[config.mk]
export PLATFORM = sky130hd
export DESIGN_NAME = z80_im2_intc
export DESIGN_NICKNAME = d
export VERILOG_FILES = /design/src/rtl/z80_im2_intc.sv
export SDC_FILE = /design/constraint.sdc
export NUM_CORES = 1
export LEC_CHECK = 0
export CAP_MARGIN = 20
export CORE_AREA = 2 2 94 96
export CTS_CLUSTER_DIAMETER = 80
export DETAILED_ROUTE_END_ITERATION = 10
export DIE_AREA = 0 0 96 98
export PLACE_DENSITY = 0.65
export SLEW_MARGIN = 20
export SYNTH_ARGS = -nofsm -noshare
export SYNTH_HDL_FRONTEND = slang
export SYNTH_SLANG_ARGS = --single-unit
[constraint.sdc]
create_clock -name CLK -period 2.6 [get_ports CLK]
set_input_delay 0.65 -clock CLK [delete_from_list [all_inputs] [get_ports CLK]]
set_output_delay 0.65 -clock CLK [all_outputs]
set_load 0.01 [all_outputs]
[src/rtl/z80_im2_intc.sv]
// Z80 IM2 interrupt controller: edge-latched requests, fixed-priority nesting arbitration,
// nINT generation and vector supply during the interrupt-acknowledge cycle.
module z80_im2_intc #(
  parameter int unsigned NUM_SRC      = 8,
  parameter logic [7:0]  IO_BASE      = 8'h40,
  parameter logic [7:0]  VEC_BASE_RST = 8'hE0
) (
  input  logic               CLK,
  input  logic               nRESET,
  input  logic [NUM_SRC-1:0] irq_in,
  input  logic [7:0]         A,
  input  logic [7:0]         D_in,
  output logic [7:0]         D_out,
  output logic               D_oe,
  input  logic               nM1,
  input  logic               nIORQ,
  input  logic               nRD,
  input  logic               nWR,
  output logic               nINT
);

  typedef enum logic [1:0] {IDLE, REQ, ACK} state_t;

  state_t             state;
  logic [NUM_SRC-1:0] sync1, sync2, prev;
  logic [NUM_SRC-1:0] pending, mask, in_service;
  logic [3:0]         vec_hi;
  logic [7:0]         vector;
  logic               wr_prev;

  logic               inta, io_sel, wr_stb, eoi, take, valid;
  logic [7:0]         offset;
  logic [NUM_SRC-1:0] eligible, pend_clr, pend_next, is_tmp, is_next;
  logic [2:0]         winner, top_is;

  function automatic logic [2:0] low_idx(input logic [NUM_SRC-1:0] v);
    low_idx = '0;
    for (int i = NUM_SRC - 1; i >= 0; i--) begin
      if (v[i]) low_idx = 3'(i);
    end
  endfunction

  // Bus decode, arbitration and next-state of the request bookkeeping
  always_comb begin
    inta     = ~nM1 & ~nIORQ;
    offset   = A - IO_BASE;
    io_sel   = ~nIORQ & nM1 & (offset < 8'd3);
    wr_stb   = io_sel & ~nWR & wr_prev;
    eoi      = wr_stb & (offset == 8'd2);
    eligible = pending & ~mask;
    winner   = low_idx(eligible);
    top_is   = low_idx(in_service);
    valid    = (eligible != '0) && ((in_service == '0) || (winner < top_is));
    take     = (state == REQ) & valid & inta;
    pend_clr = take ? (NUM_SRC'(1) << winner) : '0;
    pend_next = (pending & ~pend_clr) | (sync2 & ~prev);
    // EOI sees the level set by an acknowledge in the same cycle
    is_tmp   = in_service | pend_clr;
    is_next  = eoi ? (is_tmp & ~NUM_SRC'(is_tmp & NUM_SRC'(~is_tmp + NUM_SRC'(1)))) : is_tmp;
  end

  // Bus drive: register reads, acknowledged vector, or 0xFF for a spurious acknowledge
  always_comb begin
    D_oe  = 1'b0;
    D_out = 8'h00;
    if (nRESET) begin
      if (io_sel && !nRD) begin
        D_oe = 1'b1;
        case (offset[1:0])
          2'd0:    D_out = pending;
          2'd1:    D_out = mask;
          default: D_out = in_service;
        endcase
      end else if (state == ACK && !nIORQ) begin
        D_oe  = 1'b1;
        D_out = vector;
      end else if (state == IDLE && inta) begin
        D_oe  = 1'b1;
        D_out = 8'hFF;
      end
    end
  end

  always_ff @(posedge CLK or negedge nRESET) begin
    if (!nRESET) begin
      sync1      <= '0;
      sync2      <= '0;
      prev       <= '0;
      pending    <= '0;
      mask       <= '1;
      in_service <= '0;
      vec_hi     <= VEC_BASE_RST[7:4];
      wr_prev    <= 1'b0;
    end else begin
      sync1      <= irq_in;
      sync2      <= sync1;
      prev       <= sync2;
      pending    <= pend_next;
      in_service <= is_next;
      wr_prev    <= nWR;
      if (wr_stb && offset == 8'd0) vec_hi <= D_in[7:4];
      if (wr_stb && offset == 8'd1) mask   <= D_in;
    end
  end

  always_ff @(posedge CLK or negedge nRESET) begin
    if (!nRESET) begin
      state  <= IDLE;
      nINT   <= 1'b1;
      vector <= 8'h00;
    end else begin
      case (state)
        IDLE: begin
          if (valid) begin
            state <= REQ;
            nINT  <= 1'b0;
          end
        end
        REQ: begin
          if (!valid) begin
            state <= IDLE;
            nINT  <= 1'b1;
          end else if (inta) begin
            state  <= ACK;
            nINT   <= 1'b1;
            vector <= {vec_hi, winner, 1'b0};
          end
        end
        ACK: begin
          if (nIORQ) state <= IDLE;
        end
        default: begin
          state <= IDLE;
          nINT  <= 1'b1;
        end
      endcase
    end
  end

endmodule

# Word-level counts from Yosys, hierarchy flattened

Cells that the tools add are included.

Logic and storage cells: 101
Flip-flop bits (word level): 63
Input port bits: 30

Order comparisons: 2
Bitwise gates (word level): 24
Shift-type cells: 1
Equal/unequal tests: 8
Muxes and demuxes: 36
Reductions and logical operators: 17
$add $sub $neg: 2

Operators by type and width:

| operator              | count |
|---|---|
| $mux W3               | 16 |
| $mux W8               | 6 |
| $and A8 B8 Y8         | 5 |
| $not A8 Y8            | 5 |
| $logic_not A8 Y1      | 2 |
| $or A8 B8 Y8          | 2 |
| $pmux W8 S2           | 1 |
| $reduce_and A3 Y1     | 3 |
| $add A8 B1 Y8 const B | 1 |
| $and A1 B1 Y1         | 8 |
| $eq A8 B1 Y1 const B  | 1 |
| $eq A8 B2 Y1 const B  | 1 |
| $lt A8 B2 Y1 const B  | 1 |
| $mux W2               | 4 |
| $reduce_bool A8 Y1    | 1 |
| $shl A1 B3 Y8 const A | 1 |
| $sub A8 B7 Y8 const B | 1 |
| $mux W1               | 7 |
| $logic_and A1 B1 Y1   | 6 |
| $pmux W2 S3           | 1 |
| $eq A2 B1 Y1 const B  | 2 |
| $logic_not A2 Y1      | 2 |
| $ne A2 B2 Y1 const B  | 2 |
| $not A1 Y1            | 4 |
| other kinds (6)       | 7 |

# Longest topological paths before layout

Depth after elaboration: 23
Mapped depth: 11
Depth with buffers taken out: 10

# Worst setup path before layout

Ideal clock, no wire load.

Path type: input-to-output
Start: input A[0]
End: output D_out[7]
Cell stages on the path: 6
Path slack: -127 ps
Data required time: 1,950 ps
Path buffers: 1
Data arrival time: 2,077 ps
Cell sequence: clkbuf_1 -> a21oi_1 -> nand3_1 -> a21boi_1 -> a21boi_0 -> and2_1

Cells in the longest elaborated chain, start to end: 6
Elaborated cells on any way between the ends: 9
Classes of those cells: add/sub: 1; order compare: 1; eq/ne: 1; mux: 3; bitwise: 1; reduce/logical: 2

Ends and longest elaborated chain:

| element             | RTL line | source |
|---|---|---|
| from (decl)         | 11       | `input logic [7:0] A,` |
| $sub A8 B7 Y8 (*)   | 46       | `offset = A - IO_BASE;` |
| $lt A8 B2 Y1        | 47       | `io_sel = ~nIORQ & nM1 & (offset < 8'd3);` |
| $and A1 B1 Y1       | 47       |  |
| $logic_and A1 B1 Y1 | 67       | `if (io_sel && !nRD) begin` |
| $mux W8 (*)         | 67       |  |
| $mux W8 (*)         | 66       | `if (nRESET) begin` |
| to (decl)           | 13       | `output logic [7:0] D_out,` |

Mark *: on every way between the ends. The rest lies on a longest branch, timed or not.

# Worst setup path in the final report

Start: register mask[4]
End: register vector[3]

Cells in the longest elaborated chain, start to end: 11
Elaborated cells on any way between the ends: 12
Classes of those cells: order compare: 1; mux: 5; bitwise: 2; reduce/logical: 4

Ends and longest elaborated chain:

| element                            | RTL line | source |
|---|---|---|
| from (decl)                        | 26       | `logic [NUM_SRC-1:0] pending, mask, in_service;` |
| from (signal assigned)             | 102      | `if (wr_stb && offset == 8'd1) mask <= D_in;` |
| $not A8 Y8 (*)                     | 50       | `eligible = pending & ~mask;` |
| $and A8 B8 Y8 (*)                  | 50       |  |
| $mux W3 (*) (5 in series)          | 39       | `if (v[i]) low_idx = 3'(i);` |
| via winner[2]                      | 34       | `logic [2:0] winner, top_is;` |
| $lt A3 B3 Y1                       | 53       | `valid = (eligible != '0) && ((in_service == '0) \|\| (winner < top_is));` |
| $logic_or A1 B1 Y1                 | 53       |  |
| $logic_and A1 B1 Y1                | 53       |  |
| $reduce_and A3 Y1 (no source line) | -        |  |
| to (signal assigned)               | 126      | `vector <= {vec_hi, winner, 1'b0};` |
| to (decl)                          | 28       | `logic [7:0] vector;` |

The timed path passes the listed nets; every way through them passes the cells marked *.
A chain may end at the register's enable or synchronous reset.

==> reports/results.txt <==
Outcome: complete, but fails checks
Violated checks: negative setup slack
Iteration-0 DRC count of the detailed router: 140
Number of flip-flops and latches in the synthesized netlist: 63
Diodes inserted: 0
Initial standard-cell utilization of the core: 0.336
Largest net degree at the start of global routing: 57
CP most frequent cell: sky130_fd_sc_hd__a21oi_4
Synthesized netlist cell count: 252
Mean instance size in the synthesized netlist: 11.3 um2
Buffers from clock root to sink, at most: 2
Critical path capture point type: flop
Vias in the first global route: 2459
Final max-slew violation count: 0
Combinational group share of total power: 0.230
Min Clock Period, post-route: 2.69 ns
Area of the die: 9410 um2
Critical path data required time: 2.87 ns
Most frequent cells after synthesis: 51 x sky130_fd_sc_hd__dfrtp_1, 24 x sky130_fd_sc_hd__mux2_2, 19 x sky130_fd_sc_hd__nand2_1, 19 x sky130_fd_sc_hd__o21ai_0
Simple-gate portion of the synthesized area: 0.158
Cell variety after synth: 51
Insertion delay of the later-clocked pin in the worst-skew pair: 0.34 ns
Critical path data arrival time: 2.96 ns
Vias per Instance: 4.89
Maximum fanout encountered on the critical timing path: 5
Die Y: 98 um
Tightest slew margin relative to the limit: 0.546
Clock sinks: 63
Synthesized-area fraction occupied by ao, oa, aoi and oai cells: 0.144
Kind of cell adding the most delay to the critical path: simple AND/OR/NAND/NOR gates
Number of CTS-inserted buffers: 9
FILL cells: 751
Layout Nets: 401
Hold-fix buffer count after cts: 0
EDFF count, synth: 0
WL per Instance: 15.1 um
Worst-case setup slack after placement: -0.730 ns
GRT Util Overall: 0.164
Number of optimization iterations in the first detailed-route pass: 4
Number of nets produced by synthesis: 284
Placeable Area: 8470 um2
Share of post-route cells with drive strength above 1: 0.471
Critical Path Source Type: flop
Switching power as a share of total power: 0.275
Maximum clock frequency: 372 MHz
Count of nets left with antenna violations after detail routing: 0
Cell area after synthesis: 2840 um2
Yosys warns: 0
CP cell instances: nor2b_4 -> nor4_4 -> nor2_1 -> ha_1 -> a211o_1 -> a21oi_4 -> a21oi_4 -> buf_6 -> or4_4 -> o21ai_2
Chip width: 96 um
Sequential cell area: 1590 um2
Fraction of power consumed by the clock network: 0.354
Global-route wire length before repair: 11700 um
Combinational family with the most area after synthesis: simple AND/OR/NAND/NOR gates
Areal power density over the cells: 621 nW/um2
Number of cells in the design after placement: 453
IO Count: 40
Count of port buffers added during placement: 39
Final instance count without filler cells: 482
Buf/Inv on CP: 1
Number of antenna violations at the first check in global routing: 0
CP Class: flop to flop
Synth top area cells: sky130_fd_sc_hd__dfrtp_1 45%, sky130_fd_sc_hd__dfstp_2 11%, sky130_fd_sc_hd__mux2_2 9.5%, sky130_fd_sc_hd__o21ai_0 3.3%, sky130_fd_sc_hd__nand2_1 2.5%
Num rows: 34
Routability congestion estimate: 0.901
Library cell occupying the most area in the post-synthesis netlist: sky130_fd_sc_hd__dfrtp_1
Share of Yosys cell area claimed by the top area cell type: 0.449
Number of levels in the clock H-tree: 3
Arithmetic-cell share of the synthesized area counting full adders, half adders and majority gates: 0.00881
Vias after detailed routing: 2359
Count of endpoints failing hold in the final timing report: 0
Most used flip-flop cell after synthesis: sky130_fd_sc_hd__dfrtp_1
Area taken by multi-input logic gates: 1370 um2
Worst hold path class: primary input to asynchronous set/reset pin
Peak VDD IR: 0.000243 V
Final worst slack: -0.0870 ns
Worst slew pin tran: 0.681 ns
End-of-flow core utilization: 0.507
Share of power burned in registers: 0.416
Worst hold-check slack: 0.191 ns
Internal power: 1.93 mW
Overall power consumption: 2.66 mW
Placement Cell Area: 3800 um2
Post-route DRC: 0
R2r setup slk: -0.09 ns
CTS tree: built
Register area share after synthesis: 0.560
Layout-stage area growth over the synthesis result: 51.1%
Synth async-reset ratio: 1.00
Setup repair after global routing missed its margin: true
Summed area of non-filler cells in the final layout: 4290 um2
Final wirelength: 7290 um
Finish-stage setup viols: 10
GRT overflow: 0
Leakage: 1.95 nW
Share of the synthesized netlist area taken by xor and xnor gates: 0
Most frequently used cell type in the post-synthesis netlist: sky130_fd_sc_hd__dfrtp_1
Worst clock skew on the final layout: 0.00874 ns
Max_cap viols: 0
Clock-pin slew of the registers on the worst-case setup and hold paths: 0.07 ns
Slowest stage cell on the critical path: sky130_fd_sc_hd__dfstp_2
Total negative setup slack: -0.480 ns
CTS Root Cell: sky130_fd_sc_hd__clkbuf_8
Switching power of the nets: 0.732 mW
Multiplexer share of the synthesized area: 0.0986
Final period utilization: 1.03
Sum of net half-perimeters after detailed placement: 5120 um
Delay contributed by the slowest stage of the critical path: 0.56 ns
[cell families (layout without fill, tap and decap cells)]
| kind of cell | after synthesis | count (layout) |
|---|---|---|
| multiplexers | 25 | 25 |
| adder cells (fa/ha/maj) | 2 | 2 |
| buffers and inverters | 21 | 143 |
| flip-flops | 63 | 63 |
| AO/OA/AOI/OAI | 62 | 62 |
| AND/OR/NAND/NOR | 79 | 79 |
[cell type report]
type	count	area share
clock inverter	5	0.0189
tap	108	0.0315
multi-input combinational	168	0.319
inverter	16	0.0140
timing repair buffer	111	0.212
sequential	63	0.371
clock buffer	11	0.0329
[path summary, 6_finish.rpt]
| check | from | to | cells past startpoint |
|---|---|---|---|
| min | nRESET | wr_prev$_DFF_PN0_ | 1 |
| min reg2reg | sync1[4]$_DFF_PN0_ | sync2[4]$_DFF_PN0_ | 0 |
| max reg2reg | mask[4]$_DFFE_PN1P_ | vector[3]$_DFFE_PN0P_ | 10 |
| max | mask[4]$_DFFE_PN1P_ | vector[3]$_DFFE_PN0P_ | 10 |
| max in group asynchronous | nRESET | pending[2]$_DFF_PN0_ | 2 |
| min in group CLK | sync1[4]$_DFF_PN0_ | sync2[4]$_DFF_PN0_ | 0 |
[routing by layer]
layer | wire length, um | share of wire | track usage
met2 | 3570 | 0.49 | 0.253
met4 | 176 | 0.024 | 0.0802
met5 | 0 | 0 | 0
met1 | 3180 | 0.44 | 0.213
met3 | 370 | 0.051 | 0.0424
[flip-flops by register name, summed over array words and instances, names as in the netlist]
signal / count
in_service: 8
mask: 8
pending: 8
prev: 8
sync1: 8
sync2: 8
vector: 7
vec_hi: 4
state: 2
nINT: 1
wr_prev: 1
[layout by cell type, fill, tap and decap left out, types with 6 or more instances in the layout]
master and n:
sky130_fd_sc_hd__buf_4 63, sky130_fd_sc_hd__dfrtp_1 51, sky130_fd_sc_hd__nand2_1 19, sky130_fd_sc_hd__mux2_2 18, sky130_fd_sc_hd__clkdlybuf4s50_1 18, sky130_fd_sc_hd__inv_1 16
sky130_fd_sc_hd__nor2_1 16, sky130_fd_sc_hd__o21ai_0 12, sky130_fd_sc_hd__dfstp_2 12, sky130_fd_sc_hd__clkbuf_8 10, sky130_fd_sc_hd__buf_2 9, sky130_fd_sc_hd__buf_6 7
sky130_fd_sc_hd__a21oi_1 6, sky130_fd_sc_hd__mux2_4 6, sky130_fd_sc_hd__clkdlybuf4s15_1 6
[power by group through the flow]
stage               Clock (mW)  Sequential, mW  Combinational (mW)
global placement             0            1.12               0.484
CTS                      0.973            1.10               0.554
global route              1.01            1.12               0.668
floorplan                    0            1.12               0.247
finish                   0.942            1.11               0.614
detailed placement           0            1.12               0.490
[what timing repair did]
action	CTS	global route
pin swaps	11	10
setup endpoints to repair	29	31
gates cloned	1	0
gates resized for setup	87	25
buffers inserted	6	6
Power figures use the tool's default switching activity.
